`src/rtl/rx_frame_fifo.sv`:
```
// rx_frame_fifo: FWFT circular buffer for received UART frames (data + parity/stop flags),
// with sticky overrun and optional dropping/counting of errored frames.
module rx_frame_fifo #(
    parameter int DATA_WIDTH   = 8,
    parameter int DEPTH        = 8,
    parameter bit DROP_ERRORED = 1'b0
) (
    input  logic                         RX_CLK,
    input  logic                         RX_RST,
    input  logic                         RX_WR_EN,
    input  logic [DATA_WIDTH-1:0]        RX_DATA_IN,
    input  logic                         PARITY_ERR_IN,
    input  logic                         STOP_ERR_IN,
    input  logic                         RD_READY,
    output logic                         RD_VALID,
    output logic [DATA_WIDTH-1:0]        RD_DATA,
    output logic                         RD_PARITY_ERR,
    output logic                         RD_STOP_ERR,
    output logic [$clog2(DEPTH+1)-1:0]   FIFO_COUNT,
    output logic                         FULL,
    output logic                         EMPTY,
    output logic                         OVERRUN,
    input  logic                         CLR_OVERRUN,
    output logic [7:0]                   DROP_CNT
);
    localparam int AW = $clog2(DEPTH);
    localparam int PW = AW + 1;
    localparam int CW = $clog2(DEPTH + 1);
    localparam int EW = DATA_WIDTH + 2;

    logic [EW-1:0] mem [DEPTH];
    logic [PW-1:0] wr_ptr_q, wr_ptr_d, rd_ptr_q, rd_ptr_d;
    logic [CW-1:0] count_q, count_d;
    logic          full_q, full_d, empty_q, empty_d;
    logic          overrun_q, overrun_d;
    logic [7:0]    drop_cnt_q, drop_cnt_d;
    logic          err, drop, push, pop, wr_ok, ovr;
    logic [EW-1:0] head;

    always_comb begin
        err        = PARITY_ERR_IN | STOP_ERR_IN;
        drop       = RX_WR_EN & DROP_ERRORED & err;
        push       = RX_WR_EN & ~drop;
        pop        = ~empty_q & RD_READY;
        wr_ok      = push & (~full_q | pop);
        ovr        = push & full_q & ~pop;
        wr_ptr_d   = wr_ptr_q + PW'(wr_ok);
        rd_ptr_d   = rd_ptr_q + PW'(pop);
        // The extra MSB distinguishes full (MSBs differ) from empty (pointers equal).
        count_d    = CW'(wr_ptr_d - rd_ptr_d);
        full_d     = (wr_ptr_d[AW] != rd_ptr_d[AW]) && (wr_ptr_d[AW-1:0] == rd_ptr_d[AW-1:0]);
        empty_d    = wr_ptr_d == rd_ptr_d;
        overrun_d  = ovr ? 1'b1 : CLR_OVERRUN ? 1'b0 : overrun_q;
        drop_cnt_d = (drop && drop_cnt_q != 8'hFF) ? drop_cnt_q + 8'd1 : drop_cnt_q;
    end

    always_ff @(posedge RX_CLK or posedge RX_RST) begin
        if (RX_RST) begin
            wr_ptr_q   <= '0;
            rd_ptr_q   <= '0;
            count_q    <= '0;
            full_q     <= 1'b0;
            empty_q    <= 1'b1;
            overrun_q  <= 1'b0;
            drop_cnt_q <= '0;
        end else begin
            wr_ptr_q   <= wr_ptr_d;
            rd_ptr_q   <= rd_ptr_d;
            count_q    <= count_d;
            full_q     <= full_d;
            empty_q    <= empty_d;
            overrun_q  <= overrun_d;
            drop_cnt_q <= drop_cnt_d;
        end
    end

    always_ff @(posedge RX_CLK) begin
        if (wr_ok) mem[wr_ptr_q[AW-1:0]] <= {STOP_ERR_IN, PARITY_ERR_IN, RX_DATA_IN};
    end

    assign head          = mem[rd_ptr_q[AW-1:0]];
    assign RD_VALID      = ~empty_q;
    assign RD_DATA       = head[DATA_WIDTH-1:0];
    assign RD_PARITY_ERR = head[DATA_WIDTH];
    assign RD_STOP_ERR   = head[DATA_WIDTH+1];
    assign FIFO_COUNT    = count_q;
    assign FULL          = full_q;
    assign EMPTY         = empty_q;
    assign OVERRUN       = overrun_q;
    assign DROP_CNT      = drop_cnt_q;
endmodule
```
`config.mk`:
```
export PLATFORM = sky130hd
export DESIGN_NAME = rx_frame_fifo
export DESIGN_NICKNAME = d
export VERILOG_FILES = /design/src/rtl/rx_frame_fifo.sv
export SDC_FILE = /design/constraint.sdc
export NUM_CORES = 1
export LEC_CHECK = 0
export BUFFER_PORTS_ARGS = -buffer_cell sky130_fd_sc_hd__buf_2
export CAP_MARGIN = 40
export CORE_MARGIN = 2
export CORE_UTILIZATION = 58
export DETAILED_ROUTE_END_ITERATION = 10
export HOLD_SLACK_MARGIN = 0.02
export PLACE_DENSITY = 0.79
export REMOVE_ABC_BUFFERS = 1
export SYNTH_ARGS = -nofsm -noshare
export SYNTH_HDL_FRONTEND = slang
export SYNTH_SLANG_ARGS = --single-unit
export TNS_END_PERCENT = 100
```
`constraint.sdc`:
```
create_clock -name RX_CLK -period 2.35 [get_ports RX_CLK]
set_clock_uncertainty 0.1 [all_clocks]
set_input_delay 0.1175 -clock RX_CLK [delete_from_list [all_inputs] [get_ports RX_CLK]]
set_output_delay 0.1175 -clock RX_CLK [all_outputs]
set_load 0.02 [all_outputs]
```
==> impl_results.md, run 1 <==
- Outcome: complete, no violations
- Clk slew on worst S/H paths: 100 ps
- Quantity of I/O buffers inserted on ports: 32
- GP Congestion: 0.7897
- Initial core utilization: 60.58%
- Tcrit/Tclk final: 95.72%
- Slew Viols, Final: 0
- Synthesized cell area: 0.003869 mm2
- Leak: 1.742 nW
- Worst r2r src: EMPTY$_DFF_PP1_
- Netlist cell types: 27
- Post-Synthesis Cells: 190
- CP max FO: 3
- Final hold violations: 0
- Synth area leaders: edfxtp_1 62%, mux4_1 14%, dfrtp_1 9.1%, mux2_2 2.9%, ha_1 2.6%
- Count leader, synth: edfxtp_1
- Sw Share: 34.37%
- Net Sw Power: 1.882 mW
- Number of DRC markers in iteration 0: 58
- Seq pwr share: 42.2%
- Root buffer cell: clkbuf_8
- Worst Hold Launch: RD_READY
- Asr flop ratio synth: 15.79%
- Initial antenna violation count: 0
- Clock Sinks: 95
- Hpwl dp: 4249 um
- Largest net degree at the start of global routing: 19
- Via count: 1873
- Leading area contributor after synthesis: edfxtp_1
- Ys Warns: 0
- EDFF count, synth: 80
- Compound-cell area share of the yosys netlist: 0.6468%
- Sequential share of the synthesized area: 71.83%
- Largest family of logic cells by synthesized area: multiplexers
- Clock power frac: 18.4%
- Worst Max-Slew Pin Slew: 553.3 ps
- Gr usage total: 18.69%
- Syn Area/Cell: 20.36 um2
- Final design utilization: 70.79%
- Drt total wl: 6326 um
- Clock Latency Late Sink: 360 ps
- Final Critical Period: 2249 ps
- Cell Count, Final, Fillers Out: 339
- Gr ovfl total: 0
- Layout area overhead: 16.85%
- Row count: 29
- Htree depth: 3
- P_int: 3.594 mW
- Min-delay worst type: in2reg
- # diodes: 0
- Die Footprint: 0.007339 mm2
- Xor and xnor area share after synthesis: 1.779%
- Critical setup path kind: reg2reg
- CP Launch Type: flip-flop
- First-pass GRT wire length: 9853 um
- Chip Width: 85.67 um
- Num ports: 41
- Top post-synthesis cells by count: 80 x edfxtp_1, 20 x mux4_1, 14 x dfrtp_1
- Most common flop cell mapped by yosys: edfxtp_1
- CTS tree: done
- DRC Markers: 0
- Layout cells sized above 1: 30.53%
- CTS Buffer Depth: 2
- CP Capture Type: flip-flop
- Via/cell ratio: 5.525
- Via count of the first global-routing pass: 1876
- Placed Instances: 310
- Die Y: 85.67 um
- Post-DRT Antenna Nets: 0
- Critical Path AT: 2430 ps
- Core Area: 0.006386 mm2
- Mux share of post-synthesis cell area: 16.49%
- WL per Instance: 18.66 um
- Number of max-cap violations: 0
- #FFs+latches synth: 95
- Slew margin rel.: 63.07%
- DR pass1 iterations: 4
- Crit path from: EMPTY$_DFF_PP1_
- F_max: 444.6 MHz
- Post-Synth Simple-Gate Area: 2.523%
- Combinational cell fraction of total power: 39.4%
- VDD IR max: 1.008 mV
- TritonCTS buffer count: 9
- Setup Viol. Count Final: 0
- Power Dens Cells: 1211 mW/mm2
- Adder-cell share of the synthesized area: 3.105%
- Crit path required time: 2540 ps
- Nets: 281
- Layout fillers: 400
- Top cell type's share of synthesized area: 62.10%
[layout make-up]
type	instances	area (um2)	share of cell area, %
clock buffer	9	123.9	2.740
clock inverter	7	63.81	1.412
inverter	11	41.29	0.9134
multi-input combinational	78	994.7	22.00
sequential	95	2779	61.47
tap	77	96.34	2.131
timing repair buffer	62	421.7	9.327
[power groups by stage]
| stage | sequential, mW | combinational [mW] | clock, mW |
|---|---|---|---|
| 2_1_floorplan | 2.46 | 1.32 | 0 |
| 3_3_place_gp | 2.33 | 2.06 | 0 |
| 3_5_place_dp | 2.35 | 2.13 | 0 |
| 4_1_cts | 2.31 | 2.15 | 1.02 |
| 5_1_grt | 2.34 | 2.34 | 1.09 |
| 6_report | 2.31 | 2.16 | 1.01 |
[flip-flops by register name (all words and copies together) (netlist names)]
signal / count
mem: 80
EMPTY: 1
OVERRUN: 1
rd_ptr_q: 4
FIFO_COUNT: 4
wr_ptr_q: 4
FULL: 1
[worst max-delay path, stage by stage, from the launching register on]
cell      delay [ps]
dfstp_2          550
nand2b_4         130
inv_1             40
ha_1             180
ha_1             340
inv_1             60
ha_1             320
a21o_1           180
a21oi_2          140
xnor2_1          130
[placed cells by master (no fill, tap or decap), drive strengths merged]
cell         synthesis  layout
nor2                 7       7
xor2                 2       2
nor3                 2       2
a21boi               1       1
mux4                20      20
nand2                2       2
fa                   1       1
nand3                4       4
conb                 1       8
a21o                 1       1
mux2                10      10
dfstp                1       1
ha                   8       8
edfxtp              80      80
o21ai                1       1
nand2b               4       4
and4                 1       1
clkinvlp             0       2
buf                 12      49
dlygate4sd3          0      13
xnor2                5       5
inv                 11      15
clkinv               0       1
clkbuf               1       9
dfrtp               14      14
a21oi                1       1
[path summary, 6_finish.rpt]
check                                           to  slack (ps)  cells past startpoint
max                        FIFO_COUNT[3]$_DFF_PP0_         100                      9
min                          rd_ptr_q[0]$_DFF_PP0_          70                      4
max reg2reg                FIFO_COUNT[3]$_DFF_PP0_         100                      9
min reg2reg                  rd_ptr_q[3]$_DFF_PP0_         400                      1
max in group asynchronous          EMPTY$_DFF_PP1_        1540                      3
min in group asynchronous  FIFO_COUNT[0]$_DFF_PP0_         240                      3
[per-stage QoR]
stage               total power, mW  hold slack, ps  setup TNS [ps]  cell area, um2  worst slack, ps
floorplan                     3.779          -81.74               0            3800            89.93
global placement              4.397           92.54               0            4184            144.3
detailed placement            4.481           91.42               0            4184            69.93
CTS                           5.482           63.10               0            4502            12.40
global route                  5.764           82.55          -7.373            4521           -7.373
finish                        5.476           74.13               0            4521            100.6
[per-layer routing]
layer | up-vias | part of all wire [%] | track usage [%]
li1 | 873 | - | -
met2 | 45 | 53 | 32.24
met3 | 9 | 3.2 | 3.657
met1 | 946 | 43 | 24.22
met5 | - | 0 | 0
met4 | 0 | 1.1 | 6.061
[what timing repair did]
action | CTS | global route
setup buffers | 0 | 0
gates resized for setup | 0 | 4
endpoints found under the hold margin | 95 | 0
hold buffers | 13 | 0
endpoints found under the setup margin | 0 | 4
[kinds of logic (layout without fill, tap and decap cells)]
logic type | Yosys count | after routing
xor gates and xnor gates | 7 | 7
other | 1 | 8
buffers and inverters | 24 | 89
AOI/OAI and AO/OA | 4 | 4
muxes | 30 | 30
DFF | 95 | 95
and+or+nand+nor | 20 | 20
adders and majority gates | 9 | 9
Power figures use the tool's default switching activity.
==> inputs of run 2 (changes only) <==
--- a/config.mk
+++ b/config.mk
@@ -12,2 +12,3 @@
 export DETAILED_ROUTE_END_ITERATION = 10
+export GPL_TIMING_DRIVEN = 0
 export HOLD_SLACK_MARGIN = 0.02
--- a/constraint.sdc
+++ b/constraint.sdc
@@ -4,2 +4,2 @@
 set_output_delay 0.1175 -clock RX_CLK [all_outputs]
-set_load 0.02 [all_outputs]
+set_load 0.1 [all_outputs]
==> impl_results.md, run 2 (synthesis gave the netlist of run 1 again) <==
- Core Area: 0.006386 mm2 (unchanged)
- Post-DRT Antenna Nets: 0 (unchanged)
- Buf/Inv on CP: 2 (unchanged)
- Drt total wl: 6559 um (+3.7%)
- Die Y: 85.67 um (unchanged)
- # diodes: 0 (unchanged)
- Layout area overhead: 18.69%
- Critical Path AT: 2490 ps (+60 ps)
- Top delay family on crit path: adder cells
- Nets: 275 (-2.1%)
- Via count of the first global-routing pass: 1851 (-1.3%)
- Final hold violations: 0 (unchanged)
- Num ports: 41 (unchanged)
- Slew margin rel.: 55.19% (-7.9 points)
- Commonest non-fill, non-tap cell in the layout: edfxtp_1
- Setup Viol. Count Final: 0 (unchanged)
- Number of DRC markers in iteration 0: 80 (+38%)
- Via/cell ratio: 5.544 (+0.33%)
- Final design utilization: 71.90% (+1.1 points)
- F_max: 434.1 MHz (-2.4%)
- CP max FO: 3 (unchanged)
- Clock Sinks: 95 (unchanged)
- Layout fillers: 369 (-7.8%)
- Post-DP Area: 0.004184 mm2 (unchanged)
- Crit path required time: 2530 ps (about the same)
- Chip Width: 85.67 um (unchanged)
- Layout cells sized above 1: 30.47% (-0.066 points)
- Initial antenna violation count: 0 (unchanged)
- Worst Max-Slew Pin Slew: 669.6 ps (+116.3 ps)
- Worst r2r src: EMPTY$_DFF_PP1_
- Initial core utilization: 60.58% (unchanged)
- DRC Markers: 0 (unchanged)
- Slew Viols, Final: 0 (unchanged)
- Htree depth: 3 (unchanged)
- Clk slew on worst S/H paths: 100 ps (about the same)
- Largest net degree at the start of global routing: 23 (+4)
- First-pass GRT wire length: 9929 um (+0.77%)
- CTS Buffer Depth: 2 (unchanged)
- Via count: 1846 (-1.4%)
- Number of max-cap violations: 0 (unchanged)
- Clock Latency Late Sink: 360 ps (about the same)
- Hpwl dp: 4079 um (-4.0%)
- Row count: 29 (unchanged)
- Largest incremental delay on the critical path: 560 ps (about the same)
- Final Critical Period: 2304 ps (+54.18 ps)
- WHS Endpoint: rd_ptr_q[0]$_DFF_PP0_
- Most frequent cells in the layout: 80 x edfxtp_1, 22 x buf_2, 20 x mux4_1
- Max reg flops: 80 (unchanged)
- CP Capture Type: flip-flop
- Worst Slack Setup Final: 46.43 ps (-54.18 ps)
- Hold slack: 71.16 ps (-2.980 ps)
- R2R cell count: 9 (unchanged)
- Dpl ws: 3.410 ps (-66.52 ps)
- Worst Hold Launch: RD_READY
- CP Launch Type: flip-flop
- Crit path cell chain: nand2b_4 > inv_1 > ha_1 > ha_4 > xor2_1 > inv_1 > ha_1 > a21oi_1 > xnor2_1
- Root buffer cell: clkbuf_8
- Quantity of I/O buffers inserted on ports: 32 (unchanged)
- Min-delay worst type: in2reg
- Gr ovfl total: 0 (unchanged)
- DR pass1 iterations: 4 (unchanged)
- TritonCTS buffer count: 9 (unchanged)
- Gr usage total: 19.23% (+0.54 points)
- FF-to-FF setup slack: 50 ps (-50 ps)
- Die Footprint: 0.007339 mm2 (unchanged)
- Outcome: complete, no violations
- Tcrit/Tclk final: 98.02% (+2.3 points)
- GP Congestion: 0.7500 (-5.0%)
- Slowest CP cell: dfstp_2
- Cells on Worst Hold Path: 4 (unchanged)
- WL per Instance: 19.70 um (+5.6%)
- R2r endpoint: FIFO_COUNT[3]$_DFF_PP0_
- CTS tree: done
- Final Cell Area: 0.004592 mm2 (+1.6%)
- Critical setup path kind: reg2reg
## run 2: cell types whose count changed in the layout (fill, tap and decap cells not counted), sizes merged
cell    before  now
inv         15   12
clkbuf       9   13
bufinv       0    1
buf         49   39
clkinv       1    3
## run 2: metrics by stage
| stage | setup TNS (ps) | std cells |
|---|---|---|
| after floorplan | -2268 | 184 |
| after global placement | -12550 | 293 |
| after detailed placement | 0 | 302 |
| after CTS | 0 | 333 |
| after global routing | -14.95 | 333 |
| final | 0 | 333 |
## run 2: how the worst max path moves through the flow
| stage | from | end | slack, ps | depth (start not counted) |
|---|---|---|---|---|
| after global placement | EMPTY$_DFF_PP1_ | mem[0][5]$_DFFE_PP_ | -520 | 4 |
| after global routing | EMPTY$_DFF_PP1_ | FIFO_COUNT[3]$_DFF_PP0_ | -10 | 9 |
| after CTS | rd_ptr_q[0]$_DFF_PP0_ | RD_DATA[7] | 10 | 4 |
| after floorplan | EMPTY$_DFF_PP1_ | FIFO_COUNT[3]$_DFF_PP0_ | -250 | 8 |
| final | EMPTY$_DFF_PP1_ | FIFO_COUNT[3]$_DFF_PP0_ | 50 | 9 |
| after detailed placement | EMPTY$_DFF_PP1_ | FIFO_COUNT[3]$_DFF_PP0_ | 3 | 9 |
## run 2: layout make-up
cell class / instances / area [um2] / share of cell area (%)
clock buffer: 9 / 123.9 / 2.698
clock inverter: 7 / 71.32 / 1.553
inverter: 11 / 41.29 / 0.8992
multi-input combinational: 78 / 1030 / 22.43
sequential: 95 / 2781 / 60.57
tap: 77 / 96.34 / 2.098
timing repair buffer: 56 / 447.9 / 9.755
## run 2: worst register-to-register path, stage by stage, from the launching register on
cell      delay, ps
dfstp_2         560
nand2b_4        140
inv_1            50
ha_1            220
ha_4            170
xor2_1          180
inv_1           110
ha_1            360
a21oi_1         180
xnor2_1         150
## run 2: per-layer routing
layer	track usage [%]	routed length [um]	vias to the layer above
met3	4.909	194	10
met2	33.31	3533	33
met5	0	0	-
met4	7.071	116	0
li1	-	-	860
met1	23.55	2715	943
## run 2: what timing repair did
item                                    in CTS  in global routing
buffers inserted                             2                  0
hold buffers                                13                  0
hold endpoints to repair                    95                  0
endpoints found under the setup margin      11                 11
pin swaps                                    0                  0
resized for setup                            3                 19
Power of run 2 is not shown: default switching activity piles up to over one toggle a cycle in this logic, so the estimate is an artifact.
==> inputs of run 3 (changes only) <==
- CTS_CLUSTER_SIZE: default -> 14
- MAX_ROUTING_LAYER: default -> met4
==> impl_results.md, run 3 (synthesis gave the netlist of run 1 again) <==
- Clk slew on worst S/H paths: 90 ps (about the same)
- Via count of the first global-routing pass: 1868 (+0.92%)
- Core Area: 0.006386 mm2 (unchanged)
- Crit path cell chain: nand2b_4 > inv_1 > ha_1 > ha_4 > xor2_1 > inv_1 > ha_1 > a21oi_1 > xnor2_1
- Critical setup path kind: reg2reg
- Min-delay worst type: in2reg
- Most frequent cells in the layout: 80 x edfxtp_1, 24 x buf_2, 20 x mux4_1
- Via/cell ratio: 5.580 (+0.65%)
- Die Y: 85.67 um (unchanged)
- Chip Width: 85.67 um (unchanged)
- WL per Instance: 19.68 um (about the same)
- Num ports: 41 (unchanged)
- Gr ovfl total: 0 (unchanged)
- Hold slack: 75.83 ps (+4.677 ps)
- Die Footprint: 0.007339 mm2 (unchanged)
- Max reg flops: 80 (unchanged)
- Placed Instances: 302 (unchanged)
- Crit path from: EMPTY$_DFF_PP1_
- DR pass1 iterations: 4 (unchanged)
- Setup Viol. Count Final: 0 (unchanged)
- Slew margin rel.: 54.68% (-0.51 points)
- CP Capture Type: flip-flop
- CTS Buffer Depth: 2 (unchanged)
- Tcrit/Tclk final: 98.23% (+0.20 points)
- Hpwl dp: 4079 um (unchanged)
- Dpl ws: 3.410 ps (unchanged)
- Row count: 29 (unchanged)
- Clock Latency Late Sink: 360 ps (about the same)
- CP Launch Type: flip-flop
- Commonest non-fill, non-tap cell in the layout: edfxtp_1
- Cell Count, Final, Fillers Out: 333 (unchanged)
- Nets: 275 (unchanged)
- Worst Slack Setup Final: 41.62 ps (-4.803 ps)
- Quantity of I/O buffers inserted on ports: 32 (unchanged)
- # diodes: 0 (unchanged)
- Post-DRT Antenna Nets: 0 (unchanged)
- Crit path required time: 2530 ps (about the same)
- Worst Hold Launch: RD_READY
- Clock Sinks: 95 (unchanged)
- CTS tree: done
- DRC Markers: 0 (unchanged)
- Initial antenna violation count: 0 (unchanged)
- CP max FO: 3 (unchanged)
- Slew Viols, Final: 0 (unchanged)
- Htree depth: 3 (unchanged)
- GP Congestion: 0.7596 (+1.3%)
- Setup TNS: 0 ps (unchanged)
- Gr usage total: 19.77% (+0.53 points)
- Slowest CP cell: dfstp_2
- F_max: 433.2 MHz (-0.21%)
- Number of DRC markers in iteration 0: 66 (-18%)
- Drt total wl: 6553 um (about the same)
- First-pass GRT wire length: 9887 um (-0.42%)
- Layout area overhead: 18.56%
- TritonCTS buffer count: 9 (unchanged)
- Final hold violations: 0 (unchanged)
- Largest net degree at the start of global routing: 23 (unchanged)
- Layout cells sized above 1: 30.47% (unchanged)
- Final Critical Period: 2308 ps (+4.803 ps)
- Worst Max-Slew Pin Slew: 677.3 ps (+7.690 ps)
- Root buffer cell: clkbuf_8
- Worst r2r src: EMPTY$_DFF_PP1_
- Number of max-cap violations: 0 (unchanged)
- Outcome: complete, no violations
- Largest incremental delay on the critical path: 560 ps (about the same)
- Critical Path AT: 2490 ps (about the same)
- Initial core utilization: 60.58% (unchanged)
- Via count: 1858 (+0.65%)
-- run 3: through the flow --
stage	utilization (%)	cell area, um2
finish	71.83	4587
global route	71.83	4587
CTS	71.00	4534
detailed placement	65.52	4184
global placement	63.52	4056
floorplan	-	3800
-- run 3: path summary, 6_finish.rpt --
check	endpoint	slack [ps]	cells after the start
min in group asynchronous	FIFO_COUNT[2]$_DFF_PP0_	260	3
max in group asynchronous	rd_ptr_q[2]$_DFF_PP0_	1490	3
min	rd_ptr_q[0]$_DFF_PP0_	80	4
min reg2reg	rd_ptr_q[3]$_DFF_PP0_	410	1
max	FIFO_COUNT[3]$_DFF_PP0_	40	9
max reg2reg	FIFO_COUNT[3]$_DFF_PP0_	40	9
-- run 3: layer usage --
metal	vias to the layer above	global-route usage [%]	share of wire [%]
li1	862	-	-
met1	949	22.86	40
met2	38	33.59	55
met5	-	-	0
met3	9	4.620	3.3
met4	0	7.937	1.5
-- run 3: area by class of cell --
cell class | instances | area, um2
Timing Repair Buffer | 56 | 442.9
Clock buffer | 9 | 123.9
Tap cell | 77 | 96.34
Inverter | 11 | 41.29
Sequential cell | 95 | 2781
Multi-Input combinational cell | 78 | 1030
Fill cell | 371 | 1799
Clock inverter | 7 | 71.32
-- run 3: worst max-delay path, delay by kind of cell (launching register included) --
family | cells | cell delay (ps)
XOR/XNOR | 2 | 330
AO/OA/AOI/OAI | 1 | 180
buffers and inverters | 2 | 160
flip-flops | 1 | 560
AND/OR/NAND/NOR | 1 | 140
adder cells (fa/ha/maj) | 3 | 750
-- run 3: what timing repair did --
action,CTS,global route
setup endpoints to repair,11,9
hold buffers,13,0
resized for setup,3,15
cloned,0,0
hold endpoints to repair,95,0
setup buffers,2,0
Power of run 3 is left out for the same reason.
